`config.mk`:
```
export PLATFORM = sky130hd
export DESIGN_NAME = lcd_refresh
export DESIGN_NICKNAME = d
export VERILOG_FILES = /design/src/rtl/lcd_refresh.sv
export SDC_FILE = /design/constraint.sdc
export NUM_CORES = 1
export LEC_CHECK = 0
export ABC_AREA = 1
export CAP_MARGIN = 20
export CORE_UTILIZATION = 51
export DETAILED_ROUTE_END_ITERATION = 16
export PLACE_DENSITY = 0.69
export SLEW_MARGIN = 20
export SYNTH_ARGS = -nofsm -noshare
export SYNTH_HDL_FRONTEND = slang
export SYNTH_SLANG_ARGS = --single-unit
```
`constraint.sdc`:
```
create_clock -name clk -period 2.3 [get_ports clk]
set_input_delay 0.46 -clock clk [delete_from_list [all_inputs] [get_ports clk]]
set_output_delay 0.46 -clock clk [all_outputs]
set_load 0.01 [all_outputs]
```
`src/rtl/lcd_refresh.sv`:
```
// lcd_refresh: reader-side refresh controller for a 2x16 HD44780-style LCD on a 4-bit bus.
// After reset it waits T_PWRUP and sends the 4-nibble init sequence, then the
// configuration bytes 0x28/0x06/0x0C/0x01. After that it loops forever. Each loop
// sets line 1 (0x80) and writes chars 0..15, then sets line 2 (0xC0) and writes
// chars 16..31.
// Ports:
//   clk, rst_n      system clock, async active-low reset
//   addr[4:0]       character index presented to the character store
//   bus[7:0]        ASCII code returned by the store for addr
//   lcd_d[3:0]      LCD D7..D4
//   lcd_rs          0 = command, 1 = data
//   lcd_rw          always 0 (write-only)
//   lcd_e           enable strobe
//   ready           high from end of init until reset
//   frame_done      one-cycle pulse as each frame completes
module lcd_refresh #(
  parameter int T_PWRUP = 750000,
  parameter int T_INIT1 = 205000,
  parameter int T_INIT2 = 5000,
  parameter int T_CMD   = 2000,
  parameter int T_CLEAR = 82000,
  parameter int T_SU    = 2,
  parameter int T_E     = 12,
  parameter int T_NIB   = 50
) (
  input  logic       clk,
  input  logic       rst_n,
  output logic [4:0] addr,
  input  logic [7:0] bus,
  output logic [3:0] lcd_d,
  output logic       lcd_rs,
  output logic       lcd_rw,
  output logic       lcd_e,
  output logic       ready,
  output logic       frame_done
);
  localparam int T_NIBBLE = T_SU + T_E + T_NIB;

  typedef enum logic [2:0] {
    S_PWRUP, S_INIT_NIB, S_INIT_WAIT, S_HI, S_LO, S_WAIT, S_FETCH, S_LATCH
  } state_t;
  // What the byte in flight is. This decides where to go after its post-byte wait.
  typedef enum logic [1:0] {K_CFG, K_LINE, K_CHAR} kind_t;

  state_t      state, state_n;
  kind_t       kind, kind_n;
  logic [31:0] cnt, cnt_n;
  logic [1:0]  step, step_n;
  logic [7:0]  byte_q, byte_n;
  logic [4:0]  addr_n;
  logic [3:0]  d_n;
  logic        rs_n, e_n, ready_n, fd_n;
  logic [31:0] init_wait, byte_wait;
  logic [7:0]  nxt_cfg;
  logic        nib_last;

  function automatic logic [7:0] cfg_byte(input logic [1:0] i);
    case (i)
      2'd0:    return 8'h28;
      2'd1:    return 8'h06;
      2'd2:    return 8'h0C;
      default: return 8'h01;
    endcase
  endfunction

  always_comb begin
    case (step)
      2'd0:    init_wait = 32'(T_INIT1);
      2'd1:    init_wait = 32'(T_INIT2);
      default: init_wait = 32'(T_CMD);
    endcase
  end

  // Only the clear command gets the long wait. A data byte of 0x01 does not.
  assign byte_wait = (!lcd_rs && byte_q == 8'h01) ? 32'(T_CLEAR) : 32'(T_CMD);
  assign nxt_cfg   = cfg_byte(step + 2'd1);
  assign nib_last  = (cnt == 32'(T_NIBBLE - 1));
  assign lcd_rw    = 1'b0;

  always_comb begin
    state_n = state;
    kind_n  = kind;
    cnt_n   = cnt + 32'd1;
    step_n  = step;
    byte_n  = byte_q;
    addr_n  = addr;
    d_n     = lcd_d;
    rs_n    = lcd_rs;
    ready_n = ready;
    fd_n    = 1'b0;
    case (state)
      S_PWRUP: if (cnt == 32'(T_PWRUP - 1)) begin
        state_n = S_INIT_NIB; cnt_n = '0; d_n = 4'h3; rs_n = 1'b0; step_n = '0;
      end
      S_INIT_NIB: if (nib_last) begin
        state_n = S_INIT_WAIT; cnt_n = '0;
      end
      S_INIT_WAIT: if (cnt == init_wait - 32'd1) begin
        cnt_n = '0;
        if (step != 2'd3) begin
          state_n = S_INIT_NIB; step_n = step + 2'd1;
          d_n     = (step == 2'd2) ? 4'h2 : 4'h3;
        end else begin
          state_n = S_HI; kind_n = K_CFG; step_n = '0;
          byte_n  = 8'h28; d_n = 4'h2; rs_n = 1'b0;
        end
      end
      S_HI: if (nib_last) begin
        state_n = S_LO; cnt_n = '0; d_n = byte_q[3:0];
      end
      S_LO: if (nib_last) begin
        state_n = S_WAIT; cnt_n = '0;
      end
      S_WAIT: if (cnt == byte_wait - 32'd1) begin
        cnt_n = '0;
        case (kind)
          K_CFG: if (step != 2'd3) begin
            state_n = S_HI; step_n = step + 2'd1;
            byte_n  = nxt_cfg; d_n = nxt_cfg[7:4];
          end else begin
            ready_n = 1'b1;
            state_n = S_HI; kind_n = K_LINE; byte_n = 8'h80; d_n = 4'h8;
          end
          // Line-address command done. bit 6 tells line 2 (0xC0) from line 1 (0x80).
          K_LINE: begin
            state_n = S_FETCH;
            addr_n  = byte_q[6] ? 5'd16 : 5'd0;
          end
          default: if (addr == 5'd15) begin
            state_n = S_HI; kind_n = K_LINE; byte_n = 8'hC0; d_n = 4'hC; rs_n = 1'b0;
          end else if (addr == 5'd31) begin
            fd_n    = 1'b1;
            state_n = S_HI; kind_n = K_LINE; byte_n = 8'h80; d_n = 4'h8; rs_n = 1'b0;
          end else begin
            state_n = S_FETCH; addr_n = addr + 5'd1;
          end
        endcase
      end
      // addr became valid on entry. Allow the store one full cycle before latching.
      S_FETCH: state_n = S_LATCH;
      S_LATCH: begin
        state_n = S_HI; kind_n = K_CHAR; cnt_n = '0;
        byte_n  = bus; d_n = bus[7:4]; rs_n = 1'b1;
      end
      default: state_n = S_PWRUP;
    endcase
    // E is registered from the next-state count. It goes high T_SU cycles into a nibble.
    e_n = (state_n == S_INIT_NIB || state_n == S_HI || state_n == S_LO) &&
          (cnt_n >= 32'(T_SU)) && (cnt_n < 32'(T_SU + T_E));
  end

  always_ff @(posedge clk or negedge rst_n) begin
    if (!rst_n) begin
      state      <= S_PWRUP;
      kind       <= K_CFG;
      cnt        <= '0;
      step       <= '0;
      byte_q     <= '0;
      addr       <= '0;
      lcd_d      <= '0;
      lcd_rs     <= 1'b0;
      lcd_e      <= 1'b0;
      ready      <= 1'b0;
      frame_done <= 1'b0;
    end else begin
      state      <= state_n;
      kind       <= kind_n;
      cnt        <= cnt_n;
      step       <= step_n;
      byte_q     <= byte_n;
      addr       <= addr_n;
      lcd_d      <= d_n;
      lcd_rs     <= rs_n;
      lcd_e      <= e_n;
      ready      <= ready_n;
      frame_done <= fd_n;
    end
  end
endmodule

```
### Word-level counts from Yosys, hierarchy flattened

Index checks and enable logic that the tools add are counted.
Widths: inputs -> output; s select.

* add/sub/neg operators: 5
* $lt $le $gt $ge: 2
* equal/unequal tests: 37
* muxes and demuxes: 70
* bitwise logic cells: 2
* reduce and logical (&&, ||, !) cells: 23

Operators by type and width (number)
* $pmux 32 s5: 1
* $mux 32: 4
* $eq 32x32->1: 2
* $mux 8: 6
* $pmux 18 s2: 1
* $add 32x1->32 const B: 1
* $eq 32x20->1 const B: 1
* $eq 32x6->1 const B: 1
* $ge 32x2->1 const B: 1
* $lt 32x4->1 const B: 1
* $sub 32x1->32 const B: 1
* $mux 4: 7
* $mux 2: 13
* $mux 3: 8
* $pmux 3 s8: 1
* $pmux 8 s3: 1
* $reduce_and 7->1: 3
* $ne 2x2->1 const B: 10
* $pmux 4 s5: 1
* $pmux 6 s3: 1
* $sub 17x1->18 const B: 1
* $mux 17: 1
* $pmux 8 s2: 1
* $eq 3x3->1 const B: 5
* 34 further kinds: 66

* bits in registers: 60
* input port bits: 10
* output and inout bits: 14
* logic and storage cells: 150

### Depth between registers and ports, before layout

Gate-level depths: netlist of the first run.

* word-level depth: 12
* mapped depth: 21
* depth with buffers taken out: 20

### Least setup slack after synthesis of the first run

No wires, ideal clock.

* kind: reg-to-reg
* from: register step[1]
* to: register cnt[25]
* setup time: 0.123 ns
* arrival time: 1.963 ns
* data required time: 2.177 ns
* slack: 0.214 ns
* cell stages (with the launch flop): 18
* path buffers: 2
* clock period less this slack: 2.086 ns
* cells stage by stage: dfrtp_1 inv_2 ha_1 inv_1 nand2_1 nand2_1 nor2_1 nand2_1 nor2_1 nand2_1 nand2_1 nand2_2 nor2_4 nand2_4 inv_2 buf_2 buf_2 nor2_1

* longest elaborated chain between the ends: 6
* elaborated cells on any way between the ends: 7
* classes of those cells: add/sub (1); eq/ne (2); mux (3); reduce/logical (1)

RTL lines
* start: declaration: line 48 `logic [1:0] step, step_n;`
* start signal: assignment: line 169 `step <= step_n;`
* $eq 2x1->1 or $logic_not 2->1 (tied branches): line 67 `case (step)`
* $pmux 18 s2 (*): line 67
* $sub 32x1->32 (*): line 98 `S_INIT_WAIT: if (cnt == init_wait - 32'd1) begin`
* $eq 32x32->1 (*): line 98
* $mux 32 (*): line 98
* $pmux 32 s5 (*): line 91 `case (state)`
* named net cnt_n[25]: line 47 `logic [31:0] cnt, cnt_n;`
* end signal: assignment: line 168 `cnt <= cnt_n;`
* end: declaration: line 47

Mark *: on every way through the listed nets, which the timed path passes. The rest lies on a longest branch.
A chain may end at the register's enable or synchronous reset.

### Worst setup path in the final report of the first run

* from: register step[1]
* to: register lcd_e

* longest elaborated chain between the ends: 11
* elaborated cells on any way between the ends: 20
* classes of those cells: add/sub (1); order compare (2); eq/ne (6); mux (6); reduce/logical (5)

RTL lines
* parallel branches: the longest is 10 deep, another holds $sub 32x1->32
* $logic_and 1x1->1 (*): line 149 `(cnt_n >= 32'(T_SU)) && (cnt_n < 32'(T_SU + T_E));`
* named net e_n: line 52 `logic rs_n, e_n, ready_n, fd_n;`
* end signal: assignment: line 174 `lcd_e <= e_n;`
* end: declaration: line 33 `output logic lcd_e,`

Mark *: on every way through the listed nets, which the timed path passes.

==> impl_results.rst, run 1 <==
.. list-table::
   :header-rows: 1

   * - Metric
     - Value
   * - Leading post-synthesis cells by cell area
     - sky130_fd_sc_hd__dfrtp_1 (34%), sky130_fd_sc_hd__nand2_1 (14%), sky130_fd_sc_hd__nor2_1 (10%), sky130_fd_sc_hd__inv_1 (8.5%), sky130_fd_sc_hd__xor2_1 (3.4%)
   * - Number of distinct standard cells referenced by the synthesized netlist
     - 51
   * - Number of I/O port buffers
     - 22
   * - Max Transition Viols Final
     - 0
   * - Flop and latch count out of synthesis
     - 60
   * - Internal power contribution
     - 1468 µW
   * - Total via count in the routed design
     - around 4500
   * - Final Hold Violating Endpoints
     - 0
   * - GRT Total Usage
     - 31.12%
   * - CP Cell Sequence
     - inv_2, ha_4, inv_4, nand2_2, nand2_2, nor2_2, nand2_1, nor2_1, nand2_1, nand2_2, nand2_2, nor2_4, nand2_8, clkinv_4, buf_4, a21o_1, nand2_1, nor2_1, nand2_1, nor2_2
   * - Proportion of register bits with asynchronous set or reset after synthesis
     - 100.0%
   * - Diodes inserted
     - 0
   * - Vias in the first global route
     - roughly 4200
   * - Largest net degree at the start of global routing
     - 25
   * - Post-synthesis area per instance
     - 6.667 µm²
   * - Path category of the worst min-delay check
     - primary input to asynchronous set/reset pin
   * - Global route total overflow
     - 0
   * - Summed instance area of the synthesized netlist
     - 0.004420 mm²
   * - Total Die Area
     - around 0.0090 mm²
   * - Vias/cell
     - approximately 5.4
   * - Class of the most critical setup path
     - flip-flop to flip-flop
   * - CP Data Arrival Time
     - 2610 ps
   * - Max Cap Viol
     - 0
   * - Die outline width
     - 95.10 µm
   * - Critical path launch point type
     - flip-flop
   * - CP max FO
     - 7
   * - Number of enable-type register cells in the synthesized netlist
     - 0
   * - Leakage Power
     - 0.002703 µW
   * - Routability congestion estimate from global placement
     - just under 1
   * - Maximum clock skew at final layout
     - 12.95 ps
   * - Run status
     - finished, violations left
   * - Worst vdd rail ir drop
     - approximately 0.21 mV
   * - Placed cell area
     - about 0.0050 mm²
   * - Part of the Yosys area used for sequential elements
     - between 30% and 40%
   * - Clock Path Buffers
     - 2
   * - Clock latency reported for the late side of the worst-skew pair
     - 360 ps
   * - Post-synth net total
     - 683
   * - Share of the synthesized area in the top cell type
     - 33.97%
   * - DR pass1 iterations
     - 5
   * - Type of element capturing the critical path
     - flip-flop
   * - Worst path setup slack after routing
     - -2.610 ps
   * - Required time reported for the critical path endpoint
     - 2600 ps
   * - Minimum clock period
     - 2303 ps
   * - Number of placed I/O pins
     - 24
   * - Headroom to the max-slew limit
     - 61.85%
   * - Count leader, synth
     - sky130_fd_sc_hd__nand2_1
   * - Part of the total power dissipated in the clock network
     - 45.0%
   * - Average routed wire per standard cell
     - 15.77 µm
   * - Most numerous cell types in the synthesized netlist
     - sky130_fd_sc_hd__nand2_1 (166), sky130_fd_sc_hd__nor2_1 (119), sky130_fd_sc_hd__inv_1 (100), sky130_fd_sc_hd__dfrtp_1 (60), sky130_fd_sc_hd__o21ai_0 (29)
   * - # clock sinks
     - 60
   * - Power per standard cell area
     - approximately 370 mW/mm²
   * - Delay of the slowest cell on the worst path
     - 390 ps
   * - Highest-delay cell along the critical path
     - sky130_fd_sc_hd__dfrtp_1
   * - DRC
     - 0
   * - Top achievable clock speed
     - roughly 0.43 GHz
   * - Overall power
     - 1995 µW
   * - Number of rows created at floorplan
     - 33
   * - CTS tree
     - yes
   * - Detailed router's first-iteration violation count
     - 249
   * - Actual slew at the worst max-slew pin
     - 569.1 ps
   * - Switching power as a share of total power
     - between 20% and 30%
   * - Hold WS
     - 43.85 ps
   * - HPWL after DPL
     - roughly 10 mm
   * - Count of synthesis-stage warnings from yosys
     - 0
   * - Failing checks
     - setup timing
   * - Accumulated negative setup slack
     - -2.610 ps
   * - Total clock buffers created by CTS
     - 9
   * - Number of routed nets with antenna violations
     - 0
   * - Gate power share
     - roughly 2.2%
   * - Most instantiated flip-flop cell in the synthesis netlist
     - sky130_fd_sc_hd__dfrtp_1
   * - Maximum level of the CTS H-tree
     - 3
   * - Global-route wire length before repair
     - between 20 and 25 mm
   * - Cell accounting for the most synthesized area
     - sky130_fd_sc_hd__dfrtp_1
   * - Antenna violations before repair
     - 0
   * - Net Switching
     - 527.7 µW
   * - Fraction of final layout cells sized beyond drive strength 1
     - ~18%
   * - Number of standard cells after synthesis
     - 663
   * - Root buffer cell
     - sky130_fd_sc_hd__clkbuf_8
   * - Power share of the sequential group
     - around 53%
   * - Area of the placeable core
     - between 0.008 and 0.009 mm²
   * - Final std cell area, no fill
     - roughly 0.0054 mm²
   * - Area grow syn2layout
     - 21.65%
   * - Number of fillers in the final layout
     - about 770
   * - Total wire length
     - 13.23 mm
   * - Unrepaired setup endpoints after global routing
     - yes
   * - Final period util
     - 100.1%
   * - Setup violation total in the final timing report
     - 1
   * - Net count, final
     - 749
   * - Die Y
     - 95.10 µm
   * - Initial core utilization
     - 53.26%
   * - Clock transition at the registers of the reported paths
     - about 90 ps
-- metrics by stage --
stage	setup WS, ps	cells	util, %
CTS	8.787	828	61.86
finish	-2.610	839	64.80
detailed placement	22.14	812	59.75
global placement	98.20	812	59.75
global route	-186.5	839	64.80
floorplan	213.9	663	-
-- routing by layer --
layer | wire (µm) | track usage [%] | up-vias | part of all wire (%)
met5 | 0 | 0 | - | 0
met4 | 330 | 14.02 | 0 | 2.5
met3 | 790 | 5.263 | 29 | 6.0
met2 | 6353 | 49.76 | 163 | 48
met1 | 5755 | 41.07 | 2124 | 44
li1 | - | - | 2220 | -
-- sequential cells by signal (all words and copies together), names as in the netlist --
name        cells
addr            5
byte_q          8
cnt            32
frame_done      1
kind            2
lcd_d           4
lcd_e           1
lcd_rs          1
ready           1
state           3
step            2
-- worst max-delay path: cells and delay by family, from the launching register on --
kind	cells	cell delay [ps]
buffers and inverters	4	350
AO/OA/AOI/OAI	1	80
AND/OR/NAND/NOR	14	1260
adder cells (fa/ha/maj)	1	180
flip-flops	1	390
-- what timing repair did --
action,CTS,global route
gates resized for setup,0,52
hold buffers,0,0
buffers inserted,0,10
setup endpoints to repair,0,48
-- logic make-up (layout without fill, tap and decap cells) --
logic type      Yosys count  after routing  share of synthesized area (%)
buf+inv                 119            189                          10.76
fa+ha+maj                10             10                          2.830
compound gates           78             78                          10.70
flops                    60             60                          33.97
other cells               1              1                        0.08483
simple gates            375            376                          37.70
xor+xnor                 20             20                          3.963
-- path summary, 6_finish.rpt --
check,start,end,slack [ps],depth (start not counted)
worst max-delay path,step[1],lcd_e,-3,20
worst min-delay path,rst_n,lcd_e,40,1
max in group asynchronous,rst_n,frame_done,1720,2
min in group clk,ready,ready,480,1
worst max register to register,step[1],lcd_e,-3,20
worst min register to register,ready,ready,480,1
-- power groups by stage --
stage	clock network, µW	logic [µW]	registers [µW]
2_1_floorplan	0	2.06	1080
3_3_place_gp	0	44.9	1070
3_5_place_dp	0	45.2	1070
4_1_cts	919	45.5	1050
5_1_grt	961	50.0	1050
6_report	898	43.5	1050
-- cells in the final DEF (no fill, tap or decap), types with 3 or more instances in the layout --
| master | n |
|---|---|
| sky130_fd_sc_hd__a21oi_1 | 14 |
| sky130_fd_sc_hd__a22oi_1 | 3 |
| sky130_fd_sc_hd__buf_4 | 40 |
| sky130_fd_sc_hd__clkbuf_8 | 9 |
| sky130_fd_sc_hd__clkdlybuf4s50_1 | 21 |
| sky130_fd_sc_hd__dfrtp_1 | 57 |
| sky130_fd_sc_hd__dfrtp_2 | 3 |
| sky130_fd_sc_hd__ha_1 | 7 |
| sky130_fd_sc_hd__ha_4 | 3 |
| sky130_fd_sc_hd__inv_1 | 97 |
| sky130_fd_sc_hd__inv_2 | 5 |
| sky130_fd_sc_hd__inv_4 | 3 |
| sky130_fd_sc_hd__nand2_1 | 160 |
| sky130_fd_sc_hd__nand2_2 | 11 |
| sky130_fd_sc_hd__nand2_4 | 3 |
| sky130_fd_sc_hd__nand3_1 | 27 |
| sky130_fd_sc_hd__nand4_1 | 16 |
| sky130_fd_sc_hd__nor2_1 | 111 |
| sky130_fd_sc_hd__nor2_2 | 15 |
| sky130_fd_sc_hd__nor2_4 | 4 |
| sky130_fd_sc_hd__nor3_1 | 12 |
| sky130_fd_sc_hd__o21ai_0 | 22 |
| sky130_fd_sc_hd__o21ai_1 | 8 |
| sky130_fd_sc_hd__o21ai_2 | 6 |
| sky130_fd_sc_hd__o31ai_1 | 8 |
| sky130_fd_sc_hd__xnor2_1 | 3 |
| sky130_fd_sc_hd__xor2_1 | 17 |
-- final cells by class --
class                           instances  area, µm²  area share (%)
Inverter                              108      417.9           7.771
Clock buffer                            9      123.9           2.303
Clock inverter                          7      51.30          0.9539
Sequential cell                        60       1505           27.99
Tap cell                              105      131.4           2.443
Timing Repair Buffer                   65      561.8           10.45
Multi-Input combinational cell        485       2586           48.09
No activity file was read; power rests on OpenSTA's default activity.
==> run 2: changes to the inputs <==
Settings changed: CORE_UTILIZATION 51 to 61, PLACE_DENSITY 0.69 to 0.81.
==> impl_results.rst, run 2 (synthesized netlist as in run 1, its figures left out) <==
.. list-table::
   :header-rows: 1

   * - Metric
     - Value
   * - Highest-count cells in the layout ignoring fill and taps
     - sky130_fd_sc_hd__nand2_1 (163), sky130_fd_sc_hd__nor2_1 (115), sky130_fd_sc_hd__inv_1 (98) (was sky130_fd_sc_hd__nand2_1 (160), sky130_fd_sc_hd__nor2_1 (111), sky130_fd_sc_hd__inv_1 (97))
   * - CP max FO
     - 6 (was 7)
   * - Path category of the worst min-delay check
     - primary input to asynchronous set/reset pin (unchanged)
   * - Area grow syn2layout
     - 19.08% (was 21.65%)
   * - Total wire length
     - 12.56 mm (was 13.23 mm)
   * - Area of all sequential standard cells
     - 0.001503 mm² (was 0.001505 mm²)
   * - Number of fillers in the final layout
     - 571 (was 772)
   * - CP Data Arrival Time
     - 2580 ps (was 2610 ps)
   * - Part of the total power dissipated in the clock network
     - 47.2% (was 45.0%)
   * - Fraction of final layout cells sized beyond drive strength 1
     - 14.95% (was 17.57%)
   * - Vias/cell
     - 5.530 (was 5.406)
   * - Initial core utilization
     - 64.00% (was 53.26%)
   * - Routed met1 length
     - 5.334 mm (was 5.755 mm)
   * - Run status
     - finished, violations left (unchanged)
   * - Net Switching
     - 497.2 µW (was 527.7 µW)
   * - Register name with the most flops
     - cnt (unchanged)
   * - Final Hold Violating Endpoints
     - 0 (unchanged)
   * - Headroom to the max-slew limit
     - 59.98% (was 61.85%)
   * - Critical path launch point type
     - flip-flop (unchanged)
   * - Total via count in the routed design
     - 4562 (was 4536)
   * - CTS tree
     - yes (unchanged)
   * - Total met3 wirelength after detailed routing
     - 927 µm (was 790 µm)
   * - DR pass1 iterations
     - 5 (unchanged)
   * - Vias in the first global route
     - 4259 (was 4185)
   * - Number of I/O port buffers
     - 22 (unchanged)
   * - Number of placed I/O pins
     - 24 (unchanged)
   * - Worst Setup SP
     - step[1] (unchanged)
   * - Largest register FFs
     - 32 (unchanged)
   * - Required time reported for the critical path endpoint
     - 2580 ps (was 2600 ps)
   * - Number of rows created at floorplan
     - 30 (was 33)
   * - Net count, final
     - 744 (was 749)
   * - # clock sinks
     - 60 (unchanged)
   * - Internal power contribution
     - 1575 µW (was 1468 µW)
   * - CP Cell Sequence
     - inv_2, ha_4, inv_4, nand2_2, nand2_1, nor2_1, nand2_1, nor2_1, nand2_1, nand2_2, nand2_4, nor2_4, nand2_4, buf_4, o21ai_2, nand2_1, clkinv_1, nand2_1, nor2_1, nand2_1, nor2_2 (was inv_2, ha_4, inv_4, nand2_2, nand2_2, nor2_2, nand2_1, nor2_1, nand2_1, nand2_2, nand2_2, nor2_4, nand2_8, clkinv_4, buf_4, a21o_1, nand2_1, nor2_1, nand2_1, nor2_2)
   * - Total area of multi-input combinational cells
     - 0.002512 mm² (was 0.002586 mm²)
   * - Commonest non-fill, non-tap cell in the layout
     - sky130_fd_sc_hd__nand2_1 (unchanged)
   * - Power share of the sequential group
     - 50.9% (was 52.8%)
   * - Routability congestion estimate from global placement
     - 0.9611 (was 0.9630)
   * - Die outline width
     - 87.13 µm (was 95.10 µm)
   * - Setup violation total in the final timing report
     - 1 (unchanged)
   * - Hold WS
     - 117.5 ps (was 43.85 ps)
   * - Actual slew at the worst max-slew pin
     - 600.3 ps (was 569.1 ps)
   * - Maximum clock skew at final layout
     - 8.308 ps (was 12.95 ps)
   * - Largest net degree at the start of global routing
     - 36 (was 25)
   * - Top achievable clock speed
     - 0.4345 GHz (was 0.4343 GHz)
   * - GRT Total Usage
     - 35.22% (was 31.12%)
   * - Leakage Power
     - 0.002685 µW (was 0.002703 µW)
   * - Hold-fix buffer count after cts
     - 0 (unchanged)
   * - Average routed wire per standard cell
     - 15.22 µm (was 15.77 µm)
   * - Placement Setup Slack
     - 37.03 ps (was 22.14 ps)
   * - DRC
     - 0 (unchanged)
   * - Crit Reg-Reg Startpoint
     - step[1] (unchanged)
   * - Maximum level of the CTS H-tree
     - 3 (unchanged)
   * - Final std cell area, no fill
     - 0.005264 mm² (was 0.005378 mm²)
   * - Delay of the slowest cell on the worst path
     - 400 ps (was 390 ps)
   * - Power per standard cell area
     - 393.7 mW/mm² (was 371.1 mW/mm²)
   * - Top cell by count, worst path
     - sky130_fd_sc_hd__nand2_1
   * - Global route total overflow
     - 0 (unchanged)
   * - Die Y
     - 87.13 µm (was 95.10 µm)
   * - Switching power as a share of total power
     - 23.99% (was 26.45%)
   * - Cells after DPL
     - 804 (was 812)
   * - Failing checks
     - setup timing (unchanged)
   * - Global-route wire length before repair
     - 20.36 mm (was 21.01 mm)
   * - Total Die Area
     - 0.007591 mm² (was 0.009044 mm²)
   * - Top routing layer in use
     - met4 (unchanged)
   * - Placed cell area
     - 0.004955 mm² (was 0.004959 mm²)
   * - Clock latency reported for the late side of the worst-skew pair
     - 340 ps (was 360 ps)
   * - Routed length on met2
     - 5.843 mm (was 6.353 mm)
   * - Detailed router's first-iteration violation count
     - 381 (was 249)
   * - Minimum clock period
     - 2302 ps (was 2303 ps)
   * - Highest-delay cell along the critical path
     - sky130_fd_sc_hd__dfrtp_1 (unchanged)
   * - Total clock buffers created by CTS
     - 9 (unchanged)
   * - Clock transition at the registers of the reported paths
     - 70 ps (was 90 ps)
   * - Unrepaired setup endpoints after global routing
     - yes (unchanged)
   * - Final period util
     - 100.1% (about the same)
   * - Diodes inserted
     - 0 (unchanged)
   * - Worst path setup slack after routing
     - -1.572 ps (was -2.610 ps)
   * - Biggest regs
     - cnt (32), byte_q (8), addr (5) (unchanged)
   * - Overall power
     - 2072 µW (was 1995 µW)
   * - Max Transition Viols Final
     - 0 (unchanged)
   * - Root buffer cell
     - sky130_fd_sc_hd__clkbuf_8 (unchanged)
   * - Number of routed nets with antenna violations
     - 0 (unchanged)
   * - Antenna violations before repair
     - 0 (unchanged)
   * - Cell Count, Final, Fillers Out
     - 825 (was 839)
   * - Clock Path Buffers
     - 2 (unchanged)
   * - Area of the placeable core
     - 0.006907 mm² (was 0.008299 mm²)
   * - Gate power share
     - 1.9% (was 2.2%)
   * - Class of the most critical setup path
     - flip-flop to flip-flop (unchanged)
   * - Max Cap Viol
     - 0 (unchanged)
   * - Worst vdd rail ir drop
     - 0.3018 mV (was 0.2137 mV)
   * - HPWL after DPL
     - 9.896 mm (was 10.23 mm)
   * - Type of element capturing the critical path
     - flip-flop (unchanged)
## run 2: cell count changes in the layout (fill, tap and decap cells not counted), sizes merged
cell,change
buf,-5
bufinv,+1
inv,-1
## run 2: repair_timing
item | 4_1_cts | 5_1_grt
setup buffers | 0 | 4
gates resized for setup | 0 | 24
endpoints found under the setup margin | 0 | 40
## run 2: per-stage QoR
stage               TNS, ps  utilization [%]
finish               -1.572            76.21
global route         -322.7            76.21
CTS                       0            74.64
detailed placement        0            71.74
global placement          0            71.74
floorplan                 0                -
## run 2: layout make-up
type | count | area share, %
Clock buffer | 9 | 2.353
Clock inverter | 7 | 1.450
Inverter | 108 | 7.820
Multi-Input combinational cell | 485 | 47.73
Sequential cell | 60 | 28.55
Tap cell | 96 | 2.282
Timing Repair Buffer | 60 | 9.817
## run 2: worst max-delay path, delay by kind of cell, from the launching register on
family                     cells  cell delay, ps
buffers and inverters          4             350
AOI/OAI and AO/OA              1              50
DFF                            1             400
adders and majority gates      1             180
and+or+nand+nor               15            1260
## run 2: power groups by stage
stage | clock, µW | sequential, µW | combinational [µW]
after floorplan | 0 | 1080 | 2.06
after global placement | 0 | 1070 | 40.5
after detailed placement | 0 | 1070 | 41.1
after CTS | 989 | 1050 | 41.5
after global routing | 1040 | 1050 | 45.7
final | 978 | 1050 | 40.4
## run 2: final timing paths
check | end | slack (ps) | cells after the start
max in group asynchronous | cnt[23] | 1580 | 2
min in group clk | ready | 480 | 1
hold / removal | lcd_d[2] | 120 | 1
setup reg to reg | lcd_e | -2 | 21
setup / recovery | lcd_e | -2 | 21
hold reg to reg | ready | 480 | 1
## run 2: layer usage
metal  up-vias  track usage (%)
li1       2213                -
met1      2064            45.66
met2       241            59.84
met3        44            4.360
met4         0            14.16
met5         -                0
